==> src/rtl/cpu_pkg.sv <==
// Shared CPU definitions used by the fetch front end: fetch FSM state
// encoding, instruction size and the default reset fetch address.
package cpu_pkg;

    typedef enum logic [1:0] {
        BOOT  = 2'd0,
        FETCH = 2'd1,
        WAIT  = 2'd2
    } fetch_state_t;

    localparam int          INSTR_BYTES      = 4;
    localparam logic [31:0] RESET_PC_DEFAULT = 32'h0000_0000;

    // Increment that sticks at all-ones instead of wrapping.
    function automatic logic [31:0] sat_inc(input logic [31:0] value);
        return (value == 32'hFFFF_FFFF) ? value : value + 32'd1;
    endfunction

endpackage

==> src/rtl/fetch_redirect_unit_if.sv <==
// Fetch-side bundle: pipeline control inputs, instruction-memory handshake
// and pipeline-register flushes. With FETCH_STATS_EN defined it also carries
// the redirect/squash statistics counters.
interface fetch_redirect_unit_if #(
    parameter int ADDR_W = 32
);
    logic              stall;
    logic              branchTaken;
    logic [ADDR_W-1:0] branchTarget;
    logic              jump;
    logic [ADDR_W-1:0] jumpTarget;
    logic              imemReady;
    logic [ADDR_W-1:0] pc;
    logic              imemReq;
    logic              fetchValid;
    logic              flushIFID;
    logic              flushIDEX;
`ifdef FETCH_STATS_EN
    logic [31:0]       redirectCount;
    logic [31:0]       squashCount;
`endif

    // Fetch unit side.
    modport master (
        input  stall, branchTaken, branchTarget, jump, jumpTarget, imemReady,
`ifdef FETCH_STATS_EN
        output redirectCount, squashCount,
`endif
        output pc, imemReq, fetchValid, flushIFID, flushIDEX
    );

    // Pipeline / memory environment side.
    modport slave (
        output stall, branchTaken, branchTarget, jump, jumpTarget, imemReady,
`ifdef FETCH_STATS_EN
        input  redirectCount, squashCount,
`endif
        input  pc, imemReq, fetchValid, flushIFID, flushIDEX
    );

endinterface

==> src/rtl/fetch_redirect_unit_redirect_latch.sv <==
// redirect_latch: remembers a redirect that arrived while an instruction
// fetch was outstanding and unready. A later load overwrites the stored
// target (younger correction wins); completion of the fetch clears it.
module redirect_latch #(
    parameter int ADDR_W = 32
) (
    input  logic              clk,
    input  logic              rst,
    input  logic              load,
    input  logic [ADDR_W-1:0] target,
    input  logic              clear,
    output logic              pendValid,
    output logic [ADDR_W-1:0] pendTarget
);

    logic              valid_reg;
    logic [ADDR_W-1:0] target_reg;

    // Load/overwrite takes priority; otherwise completion drops the entry.
    always_ff @(posedge clk or posedge rst) begin
        if (rst) begin
            valid_reg  <= 1'b0;
            target_reg <= '0;
        end else if (load) begin
            valid_reg  <= 1'b1;
            target_reg <= target;
        end else if (clear) begin
            valid_reg  <= 1'b0;
        end
    end

    assign pendValid  = valid_reg;
    assign pendTarget = target_reg;

endmodule

==> src/rtl/fetch_redirect_unit.sv <==
// fetch_redirect_unit: owns the PC and the instruction-memory handshake.
// Applies branch/jump redirects (branch beats jump, any redirect beats stall),
// defers redirects that arrive during an unready fetch until it completes and
// squashes that stale fetch, and drives the IF/ID and ID/EX flushes.
// Optional feature: define FETCH_STATS_EN to add saturating redirectCount
// and squashCount outputs.
module fetch_redirect_unit
    import cpu_pkg::*;
#(
    parameter int                ADDR_W   = 32,
    parameter logic [ADDR_W-1:0] RESET_PC = ADDR_W'(RESET_PC_DEFAULT)
) (
    input  logic                   clk,
    input  logic                   rst,
    fetch_redirect_unit_if.master  bus
);

    fetch_state_t      state_reg, state_next;
    logic [ADDR_W-1:0] pc_reg, pc_next;
    logic              imem_req;
    logic              redirect;
    logic [ADDR_W-1:0] redirect_target;
    logic              complete;
    logic              fetch_valid;
    logic              pend_load;
    logic              pendValid;
    logic [ADDR_W-1:0] pendTarget;

    // The older EX-stage branch squashes a younger ID-stage jump.
    assign redirect        = bus.branchTaken | bus.jump;
    assign redirect_target = bus.branchTaken ? bus.branchTarget : bus.jumpTarget;
    assign complete        = imem_req & bus.imemReady;
    assign fetch_valid     = complete & ~bus.stall & ~pendValid & ~redirect;

    // FSM state register.
    always_ff @(posedge clk or posedge rst) begin
        if (rst) state_reg <= BOOT;
        else     state_reg <= state_next;
    end

    // FSM next state and request output.
    always_comb begin
        state_next = state_reg;
        imem_req   = 1'b0;
        case (state_reg)
            BOOT: begin
                state_next = FETCH;
            end
            FETCH: begin
                imem_req = 1'b1;
                if (!bus.imemReady) state_next = WAIT;
            end
            WAIT: begin
                imem_req = 1'b1;
                if (bus.imemReady) state_next = FETCH;
            end
            default: begin
                state_next = BOOT;
            end
        endcase
    end

    // PC selection: immediate redirect, deferred redirect, deferred target
    // on completion, sequential advance, else hold (covers stall re-issue).
    always_comb begin
        pc_next   = pc_reg;
        pend_load = 1'b0;
        if (redirect && (state_reg == BOOT || bus.imemReady)) begin
            pc_next = redirect_target;
        end else if (redirect) begin
            pend_load = 1'b1;
        end else if (complete && pendValid) begin
            pc_next = pendTarget;
        end else if (fetch_valid) begin
            pc_next = pc_reg + ADDR_W'(INSTR_BYTES);
        end
    end

    // PC register.
    always_ff @(posedge clk or posedge rst) begin
        if (rst) pc_reg <= RESET_PC;
        else     pc_reg <= pc_next;
    end

    redirect_latch #(
        .ADDR_W (ADDR_W)
    ) u_redirect_latch (
        .clk        (clk),
        .rst        (rst),
        .load       (pend_load),
        .target     (redirect_target),
        .clear      (complete),
        .pendValid  (pendValid),
        .pendTarget (pendTarget)
    );

    assign bus.pc         = pc_reg;
    assign bus.imemReq    = imem_req;
    assign bus.fetchValid = fetch_valid;
    assign bus.flushIFID  = redirect;
    assign bus.flushIDEX  = bus.branchTaken;

`ifdef FETCH_STATS_EN
    logic [31:0] redirect_count_reg;
    logic [31:0] squash_count_reg;

    // Saturating statistics: redirect cycles and completed-but-squashed fetches.
    always_ff @(posedge clk or posedge rst) begin
        if (rst) begin
            redirect_count_reg <= '0;
            squash_count_reg   <= '0;
        end else begin
            if (redirect)
                redirect_count_reg <= sat_inc(redirect_count_reg);
            if (complete && !fetch_valid)
                squash_count_reg <= sat_inc(squash_count_reg);
        end
    end

    assign bus.redirectCount = redirect_count_reg;
    assign bus.squashCount   = squash_count_reg;
`endif

endmodule

==> src/flat_wrapper.sv <==
// flat-port wrapper written by rule: the top's interface ports become plain ports
module fetch_redirect_unit_flat import cpu_pkg::*;
#(
    parameter int                ADDR_W   = 32,
    parameter logic [ADDR_W-1:0] RESET_PC = ADDR_W'(RESET_PC_DEFAULT)
)
  (clk, rst, bus_stall, bus_branchTaken, bus_branchTarget, bus_jump, bus_jumpTarget, bus_imemReady, bus_pc, bus_imemReq, bus_fetchValid, bus_flushIFID, bus_flushIDEX);
  fetch_redirect_unit_if #(.ADDR_W(ADDR_W)) bus_i ();
  input  logic clk;
  input  logic rst;
  input wire logic [$bits(bus_i.stall)-1:0] bus_stall;
  input wire logic [$bits(bus_i.branchTaken)-1:0] bus_branchTaken;
  input wire logic [$bits(bus_i.branchTarget)-1:0] bus_branchTarget;
  input wire logic [$bits(bus_i.jump)-1:0] bus_jump;
  input wire logic [$bits(bus_i.jumpTarget)-1:0] bus_jumpTarget;
  input wire logic [$bits(bus_i.imemReady)-1:0] bus_imemReady;
  output wire logic [$bits(bus_i.pc)-1:0] bus_pc;
  output wire logic [$bits(bus_i.imemReq)-1:0] bus_imemReq;
  output wire logic [$bits(bus_i.fetchValid)-1:0] bus_fetchValid;
  output wire logic [$bits(bus_i.flushIFID)-1:0] bus_flushIFID;
  output wire logic [$bits(bus_i.flushIDEX)-1:0] bus_flushIDEX;
  assign bus_i.stall = bus_stall;
  assign bus_i.branchTaken = bus_branchTaken;
  assign bus_i.branchTarget = bus_branchTarget;
  assign bus_i.jump = bus_jump;
  assign bus_i.jumpTarget = bus_jumpTarget;
  assign bus_i.imemReady = bus_imemReady;
  assign bus_pc = bus_i.pc;
  assign bus_imemReq = bus_i.imemReq;
  assign bus_fetchValid = bus_i.fetchValid;
  assign bus_flushIFID = bus_i.flushIFID;
  assign bus_flushIDEX = bus_i.flushIDEX;
  fetch_redirect_unit #(.ADDR_W(ADDR_W), .RESET_PC(RESET_PC)) u_core (.clk(clk), .rst(rst), .bus(bus_i));
endmodule
==> config.mk <==
export PLATFORM = sky130hd
export DESIGN_NAME = fetch_redirect_unit_flat
export DESIGN_NICKNAME = d
export VERILOG_FILES = /design/src/rtl/cpu_pkg.sv /design/src/rtl/fetch_redirect_unit_if.sv /design/src/rtl/fetch_redirect_unit_redirect_latch.sv /design/src/rtl/fetch_redirect_unit.sv /design/src/flat_wrapper.sv
export SDC_FILE = /design/constraint.sdc
export NUM_CORES = 1
export LEC_CHECK = 0
export ABC_AREA = 1
export ABC_CLOCK_PERIOD_IN_PS = 4400
export CAP_MARGIN = 40
export CELL_PAD_IN_SITES_DETAIL_PLACEMENT = 0
export CELL_PAD_IN_SITES_GLOBAL_PLACEMENT = 1
export CORE_ASPECT_RATIO = 0.7
export CORE_MARGIN = 1
export CORE_UTILIZATION = 35
export DETAILED_ROUTE_END_ITERATION = 10
export GPL_ROUTABILITY_DRIVEN = 0
export PLACE_DENSITY = 0.88
export SLEW_MARGIN = 5
export SYNTH_ARGS = -nofsm -noshare
export SYNTH_HDL_FRONTEND = slang
export SYNTH_SLANG_ARGS = --single-unit
==> constraint.sdc <==
create_clock -name clk -period 4.4 [get_ports clk]
set_clock_uncertainty 0.15 [all_clocks]
set_input_delay 0.44 -clock clk [delete_from_list [all_inputs] [get_ports clk]]
set_output_delay 0.44 -clock clk [all_outputs]
set_load 0.05 [all_outputs]
# After elaboration in Yosys (flattened, before gate mapping)
# Index checks and enable logic that the tools add are counted.
word_totals:
  out_inout_bits: 36
  elab_cells: 40
  in_bits: 70
  ff_bits: 67
classes:
  muxes: 13
  n_reduce_logical: 9
  n_bitwise: 8
  n_addsub: 1
  n_eq_ne: 5
op_table:
  columns: ["cell", "count"]
  rows:
  - ["two-way mux 32 bit", 5]
  - ["adder 32 x 3 -> 32 bit (second input constant)", 1]
  - ["!= test 2 bit (second input constant)", 3]
  - ["case mux 2 bit (3 select lines)", 1]
  - ["two-way mux 1 bit", 5]
  - ["AND 1 bit", 4]
  - ["two-way mux 2 bit", 2]
  - ["AND reduction 2 bit", 2]
  - ["inverter 1 bit", 3]
  - ["nonzero test 3 bit", 1]
  - ["== test 2 x 1 -> 1 bit (second input constant)", 1]
  - ["== test 2 bit (second input constant)", 1]
  - ["logical AND 1 bit", 2]
  - ["zero test 2 bit", 1]
  - ["nonzero test 2 bit", 1]
  - ["OR reduction 2 bit", 1]
  - ["logical OR 1 bit", 1]
  - ["bitwise OR 1 bit", 1]

# Depth between registers and ports, before layout
# Gate-level depths: netlist of run 1.
depth:
  ltp_word: 11
  depth_mapped: 12
  ltp_nobuf: 12

# Cells and area by module
# From an unflattened synthesis of run 1, not the netlist that was laid out.
unflattened:
  cells_unflattened: 702
  area_unflattened_um2: 4649.5
modules_own_cells:
  columns: ["module", "instances", "cells_per_inst", "area_each_um2", "seq_area_each_um2"]
  rows:
  - ["fetch_redirect_unit", 1, 561, 3319.4, 850.8]
  - ["redirect_latch", 1, 141, 1330.0, 825.8]

# Least setup slack after synthesis of run 1
# No wires, ideal clock.
synth_path:
  path_kind: "register -> register"
  startpoint: "register u_core.state_reg[0]"
  endpoint: "register u_core.pc_reg[11] (netlist: u_core.bus.pc[11])"
  path_slack_ps: 2144
  stages_incl_launch_ff: 13
  setup_ps: 66
  n_path_buf: 2
  required_time_ps: 4184
  synth_period_minus_slack_ps: 2256
  arrival_ps: 2040
  path_cell_list: "dfrtp_1 -> inv_1 -> ha_1 -> nand2_2 -> inv_1 -> nand3_1 -> inv_2 -> nor2_4 -> buf_6 -> buf_6 -> a31oi_1 -> nand2_1 -> nand2_1"
synth_between:
  elab_chain_cells: 9
  elab_cells_between_ends: 18
  classes_between: "eq/ne (3); mux (4); bitwise (4); reduce/logical (7)"
synth_rtl:
  columns: ["element", "line_no", "source"]
  rows:
  - ["start: declaration", "fetch_redirect_unit.sv:18", "fetch_state_t state_reg, state_next;"]
  - ["start signal: assignment", "fetch_redirect_unit.sv:38", "else state_reg <= state_next;"]
  - ["== test 2 x 1 -> 1 bit / == test 2 bit (equally long branches)", "fetch_redirect_unit.sv:45", "case (state_reg)"]
  - ["OR reduction 2 bit (no line) (*)", null, null]
  - ["two-way mux 1 bit (*)", "fetch_redirect_unit.sv:45", null]
  - ["net bus_imemReq", "flat_wrapper.sv:18", "output wire logic [$bits(bus_i.imemReq)-1:0] bus_imemReq;"]
  - ["AND 1 bit (*)", "fetch_redirect_unit.sv:32", "assign complete = imem_req & bus.imemReady;"]
  - ["AND 1 bit (*) (3 in series)", "fetch_redirect_unit.sv:33", "assign fetch_valid = complete & ~bus.stall & ~pendValid & ~redirect;"]
  - ["net bus_fetchValid", "flat_wrapper.sv:19", "output wire logic [$bits(bus_i.fetchValid)-1:0] bus_fetchValid;"]
  - ["nonzero test 3 bit (no line) (*)", null, null]
  - ["AND reduction 2 bit (no line) (*)", null, null]
  - ["end signal: assignment", "fetch_redirect_unit.sv:82", "else pc_reg <= pc_next;"]
  - ["end: declaration", "fetch_redirect_unit.sv:19", "logic [ADDR_W-1:0] pc_reg, pc_next;"]
# Mark *: on every way through the listed nets, which the timed path passes. The rest lies on a longest branch. The select of a mux whose other input is x is not followed.
# A chain may end at the register's enable or synchronous reset.

# Worst setup path in the final report of run 1
layout_path:
  startpoint: "input bus_branchTaken"
  endpoint: "output bus_flushIDEX"
layout_lines:
  columns: ["element", "line_no", "source"]
  rows:
  - ["start: declaration", "flat_wrapper.sv:12", "input wire logic [$bits(bus_i.branchTaken)-1:0] bus_branchTaken;"]
  - ["end: declaration", "flat_wrapper.sv:21", "output wire logic [$bits(bus_i.flushIDEX)-1:0] bus_flushIDEX;"]
# No word-level cell between the ends.

==> reports/results.ini, run 1 <==
[floorplan]
start_util_pct = 36.68
core_um2 = 11970
die_h_um = 95.72
fp.dieW_um = 135.9
io_pins = 106
rows = 33
die_area_um2 = 13010

[timing]
finalSetupViolCount = 0
whs_ns = 0.3460
final_max_slew_viol_count = 0
slew_headroom_pct = 47.61
rsz0062_at_grt = no
tightest_slew_ns = 0.7839
finalSetupTns_ns = 0
fin_crit_sh_pct = 65.79
clock.fmax_mhz = 345.5
post-route-min-period_ns = 2.895
setup_slack_ns = 1.505
hold_viol = 0

[finish]
finalNetCount = 810
final_util_pct = 48.65
num_antenna_cells = 0
areaGrowthSynthToFinish_pct = 32.65
layout-drive-gt1-share_pct = 5.128
fin_cells = 898
fin_area_um2 = 5826

[synth]
ys_seq_area_share_pct = 38.18
syn_area_um2 = 4392
synth_most_common_cell = nand2_1
synth_warnings = 0
ys_seq_elements = 67
syn-num-nets = 721
synth_cells = 647
synth_edf_count = 0
synth_top_area_cell = dfrtp_1
synth_top_area_share_pct = 38.18
synth-main-ff-cell = dfrtp_1
synth_common_cells = nand2_1, dfrtp_1, nor2_1
netlist_top_cells_area = dfrtp_1, nand2_1, a31oi_1
async_flop_share_pct = 100.0
synth_cell_types = 32
syn_avg_cell_area_um2 = 6.788

[route]
wl_um = 14240
wl_per_cell_um = 15.85
dr.pass1.iters = 6
routed_via_density = 5.203
ant_nets = 0
drc = 0
vias = 4672
drtIter0Drc = 557

[critical_path]
worstReg2RegEnd = u_core.bus.pc[5]
cp-end-kind = primary output
crit_fanout = 34
start_kind = input port
worstReg2RegStart = u_core.state_reg[1]
crit_type = in -> out
r2r_slack_ns = 1.53
crit_top_cell = clkdlybuf4s50_1
critPathRequiredTime_ns = 3.81
reg2reg_depth = 11
critPathArrivalTime_ns = 2.30
critPathMaxStageDelay_ns = 0.88
crit_path_cell_trace = clkdlybuf4s50_1 > buf_4 > clkdlybuf4s50_1
crit_slowest_cell = clkdlybuf4s50_1

[global_routing]
first_global_vias = 4401
grt_pass1_wl_um = 22960
grt_overflow = 0
antenna_found_initial = 1
grt_max_degree = 59
grtUsageTotal_pct = 23.09

[clock_network]
clk_pin_slew_ns = 0.05
postCtsSetupBuffers = 0
numCtsBuffers = 9
cts_root_buf = clkbuf_16
insertion_delay_ns = 0.33
cts_buffer_depth = 2
hold_buffers = 0
cts_sinks = 67
cts_tree = yes
cts_resized = 0
htreeDepth = 3

[power_and_ir_drop]
totalPowerFinal_mw = 4.354
swShare_pct = 49.74
intPower_mw = 2.188
combPwrFrac_pct = 52.9
p_per_area_nw_per_um2 = 747.5
seqPwrFrac_pct = 28.8
leakage_nw = 2.625
netSwitchingPower_mw = 2.166
ir_drop_mv = 0.3474
clkPwrFrac_pct = 18.3

[placement]
dp_slack_ns = 1.247
dp_hpwl_um = 10520
dp.cells = 882
placed_area_um2 = 5497
portBuffers = 105

[job]
drv_cap = 0

[worst_hold_path]
holdPathStages = 2
hold_path.class = reg -> reg
whs_endpoint = u_core.u_redirect_latch.pendTarget[2]
holdCritStartpoint = u_core.u_redirect_latch.pendTarget[2]

[outcome]
status = finished clean

==> per-layer routing <==
layer  up-vias  wire length (µm)  GRT usage, %
met5         -                 0             0
met4         0                75         5.278
met3         8              1741         6.793
met2       215              5790         32.31
met1      2180              6627         34.42
li1       2269                 -             -
==> worst max-delay path: cells and delay by family <==
family	cells	cell delay, ns
buffers and inverters	3	1.86
==> logic make-up (layout without fill, tap and decap cells) <==
family | after synthesis | in the layout | share of synthesized area, %
and+or+nand+nor | 380 | 380 | 35.56
AOI/OAI and AO/OA | 108 | 108 | 14.13
buffers and inverters | 77 | 171 | 8.690
DFF | 67 | 67 | 38.18
xor gates and xnor gates | 7 | 7 | 1.396
adders and majority gates | 4 | 4 | 1.140
muxes | 4 | 4 | 0.9117
==> how the worst max path moves through the flow <==
stage,start,end,slack [ns],depth (start not counted)
detailed placement,bus_imemReady,u_core.bus.pc[5],1.25,10
CTS,bus_branchTaken,bus_flushIDEX,1.49,3
global route,u_core.state_reg[0],u_core.bus.pc[5],1.25,11
floorplan,rst,u_core.bus.pc[0],2.13,1
global placement,bus_branchTaken,u_core.bus.pc[10],1.07,9
finish,bus_branchTaken,bus_flushIDEX,1.51,3
==> area by class of cell <==
class	count	area [µm²]
inverter	45	173.9
clock buffer	12	256.5
sequential	67	1677
timing repair buffer	110	1116
clock inverter	4	72.57
fill	1171	6148
multi-input combinational	503	2333
tap	157	196.4
==> power by group through the flow <==
stage	Combinational, mW	Sequential [mW]	Clock (mW)
final	2.30	1.25	0.796
after global routing	2.52	1.29	0.830
after CTS	2.29	1.24	0.799
after detailed placement	2.28	1.25	0
after global placement	2.22	1.24	0
after floorplan	1.12	1.64	0
==> cells in the final DEF (no fill, tap or decap) <==
cell / instances
o21ai_1: 10
a31oi_1: 42
nor2_2: 5
nand2_4: 1
bufinv_16: 2
clkbuf_8: 2
clkinvlp_4: 1
nand2_2: 1
nor2_1: 61
ha_1: 4
o22ai_1: 1
clkbuf_1: 1
buf_16: 1
o311ai_0: 2
mux2i_1: 4
buf_4: 3
a21oi_1: 25
a211oi_1: 1
clkbuf_16: 9
o21ai_4: 1
clkinv_2: 1
nand4_1: 1
dfrtp_1: 67
inv_2: 5
xor2_1: 3
buf_8: 1
o21ai_0: 24
clkdlybuf4s50_1: 105
inv_6: 1
o21bai_1: 2
nand3_1: 44
nor2_8: 2
xnor2_1: 4
nor2_4: 2
nand3b_1: 2
nand2_1: 261
inv_1: 39
Power figures use the tool's default switching activity.
==> inputs of run 2 (changes only) <==
--- a/config.mk
+++ b/config.mk
@@ -6,16 +6,16 @@
 export NUM_CORES = 1
 export LEC_CHECK = 0
 export ABC_AREA = 1
-export ABC_CLOCK_PERIOD_IN_PS = 4400
+export ABC_CLOCK_PERIOD_IN_PS = 2500
 export CAP_MARGIN = 40
 export CELL_PAD_IN_SITES_DETAIL_PLACEMENT = 0
 export CELL_PAD_IN_SITES_GLOBAL_PLACEMENT = 1
 export CORE_ASPECT_RATIO = 0.7
 export CORE_MARGIN = 1
-export CORE_UTILIZATION = 35
+export CORE_UTILIZATION = 32
 export DETAILED_ROUTE_END_ITERATION = 10
 export GPL_ROUTABILITY_DRIVEN = 0
-export PLACE_DENSITY = 0.88
+export PLACE_DENSITY = 0.86
 export SLEW_MARGIN = 5
 export SYNTH_ARGS = -nofsm -noshare
 export SYNTH_HDL_FRONTEND = slang
==> constraint.sdc (replaced) <==
create_clock -name clk -period 2.5 [get_ports clk]
set_clock_uncertainty 0.15 [all_clocks]
set_input_delay 0.25 -clock clk [delete_from_list [all_inputs] [get_ports clk]]
set_output_delay 0.25 -clock clk [all_outputs]
set_load 0.05 [all_outputs]
==> reports/results.ini, run 2 (synthesis gave the netlist of run 1 again) <==
[global_routing]
grt_max_degree = 68  ; +15%
first_global_vias = 4190  ; -4.8%
grt_overflow = 0  ; unchanged
grtUsageTotal_pct = 20.52  ; -2.6 points
antenna_found_initial = 0  ; -1
grt_pass1_wl_um = 22310  ; -2.8%

[power_and_ir_drop]
ir_drop_mv = 0.4838  ; +39%
totalPowerFinal_mw = 7.584  ; +74%
leakage_nw = 2.671  ; +1.8%
p_per_area_nw_per_um2 = 1276  ; +71%

[clock_network]
numCtsBuffers = 9  ; unchanged
cts_buffer_depth = 2  ; unchanged
postCtsSetupBuffers = 0  ; unchanged
cts_root_buf = clkbuf_16
hold_buffers = 0  ; unchanged
htreeDepth = 3  ; unchanged
cts_resized = 0  ; unchanged
cts_tree = yes
cts_sinks = 67  ; unchanged
clk_pin_slew_ns = 0.06  ; about the same
insertion_delay_ns = 0.34  ; about the same

[floorplan]
die_h_um = 100.0  ; +4.5%
start_util_pct = 33.10  ; -3.6 points
io_pins = 106  ; unchanged
fp.dieW_um = 142.0  ; +4.5%
core_um2 = 13270  ; +11%
rows = 35  ; +6.1%
die_area_um2 = 14200  ; +9.2%

[critical_path]
reg2reg_depth = 10  ; -1
critPathArrivalTime_ns = 1.91  ; -0.39 ns
critPathMaxStageDelay_ns = 0.82  ; -0.06 ns
r2r_slack_ns = 0.45  ; -1.08 ns
cp-end-kind = primary output
critPathRequiredTime_ns = 2.10  ; -1.71 ns
crit_type = reg -> out
worstReg2RegEnd = u_core.bus.pc[14]
cp.buffers_inverters = 2  ; -1
start_kind = flop
crit_path_cell_trace = inv_1 > ha_1 > clkdlybuf4s50_1
worstReg2RegStart = u_core.bus.pc[2]
crit_cells = 3  ; unchanged
crit_family = buffers and inverters
crit_slowest_cell = clkdlybuf4s50_1
crit_fanout = 3  ; -91%

[route]
ant_nets = 0  ; unchanged
wl_um = 13830  ; -2.9%
drc = 0  ; unchanged
drtIter0Drc = 468  ; -16%
wl_met1_um = 7211  ; +8.8%
vias = 4579  ; -2.0%
routed_via_density = 4.913  ; -5.6%
wl_per_cell_um = 14.84  ; -6.4%
wl_met2_um = 5419  ; -6.4%
highest_layer = met4
wl_met3_um = 1082  ; -38%
dr.pass1.iters = 5  ; -1

[timing]
hold_viol = 0  ; unchanged
setup_slack_ns = 0.1900  ; -1.315 ns
whs_ns = 0.1564  ; -0.1896 ns
finalSetupTns_ns = 0  ; unchanged
slew_headroom_pct = 65.49  ; +18 points
fin_crit_sh_pct = 92.40
tightest_slew_ns = 0.5161  ; -0.2679 ns
final_max_slew_viol_count = 0  ; unchanged
post-route-min-period_ns = 2.310
rsz0062_at_grt = no
finalSetupViolCount = 0  ; unchanged
clock.fmax_mhz = 432.9

[finish]
fillerInstances = 1337  ; +14%
num_antenna_cells = 0  ; unchanged
areaGrowthSynthToFinish_pct = 35.30
final-seq-area_um2 = 1677  ; unchanged
multi_input_area_um2 = 2333  ; unchanged
layout-drive-gt1-share_pct = 6.426  ; +1.3 points
final_util_pct = 44.78  ; -3.9 points
layout_common_cells = nand2_1, clkdlybuf4s50_1, dfrtp_1
final_common_cell = nand2_1
finalNetCount = 816  ; +0.74%

[placement]
dp_hpwl_um = 10580  ; +0.58%
dp_slack_ns = 0.1819  ; -1.065 ns
portBuffers = 105  ; unchanged

[job]
drv_cap = 0  ; unchanged

[worst_hold_path]
hold_path.class = in -> async

[outcome]
status = finished clean

[run 2: cell count changes in the layout (fill, tap and decap cells not counted), sizes merged]
| cell | delta |
|---|---|
| buf | +9 |
| bufinv | -1 |
| clkbuf | -1 |
| clkdlybuf4s50 | -3 |
| clkinv | +1 |
| inv | +1 |
[run 2: how the worst max path moves through the flow]
| stage | from | slack, ns | to |
|---|---|---|---|
| after global placement | bus_branchTaken | 0.23 | u_core.bus.pc[28] |
| after global routing | u_core.state_reg[0] | 0.15 | bus_imemReq |
| after detailed placement | bus_branchTaken | 0.18 | u_core.bus.pc[17] |
| after CTS | u_core.state_reg[0] | 0.17 | bus_imemReq |
| after floorplan | u_core.state_reg[0] | 0.24 | u_core.bus.pc[11] |
| final | u_core.state_reg[0] | 0.19 | bus_imemReq |
[run 2: through the flow]
step	cell area, µm²	std cells
5_1_grt	5942	932
6_report	5942	932
3_3_place_gp	5629	916
2_1_floorplan	4392	647
4_1_cts	5942	932
3_5_place_dp	5629	916
[run 2: tightest hold or removal path, delay by kind of cell]
family	cells	cell delay [ns]
buffers and inverters	3	0.79
[run 2: routing by layer]
metal	GRT usage (%)	vias to the layer above
met5	0	-
met4	4.218	0
met3	4.723	10
met2	28.39	170
met1	31.86	2107
li1	-	2292
[run 2: final cells by class]
cell class	instances	share of cell area [%]
Multi-Input combinational cell	503	39.27
Sequential cell	67	28.22
Timing Repair Buffer	116	20.43
Clock buffer	11	4.254
Tap cell	185	3.896
Inverter	45	2.927
Clock inverter	5	1.011
[run 2: report_power, final]
part           internal (mW)  leakage, nW  switching, mW
clock network          0.829        0.152          0.488
logic                   1.38         1.73           2.68
registers               1.58        0.790          0.626
total                   3.79         2.67           3.79
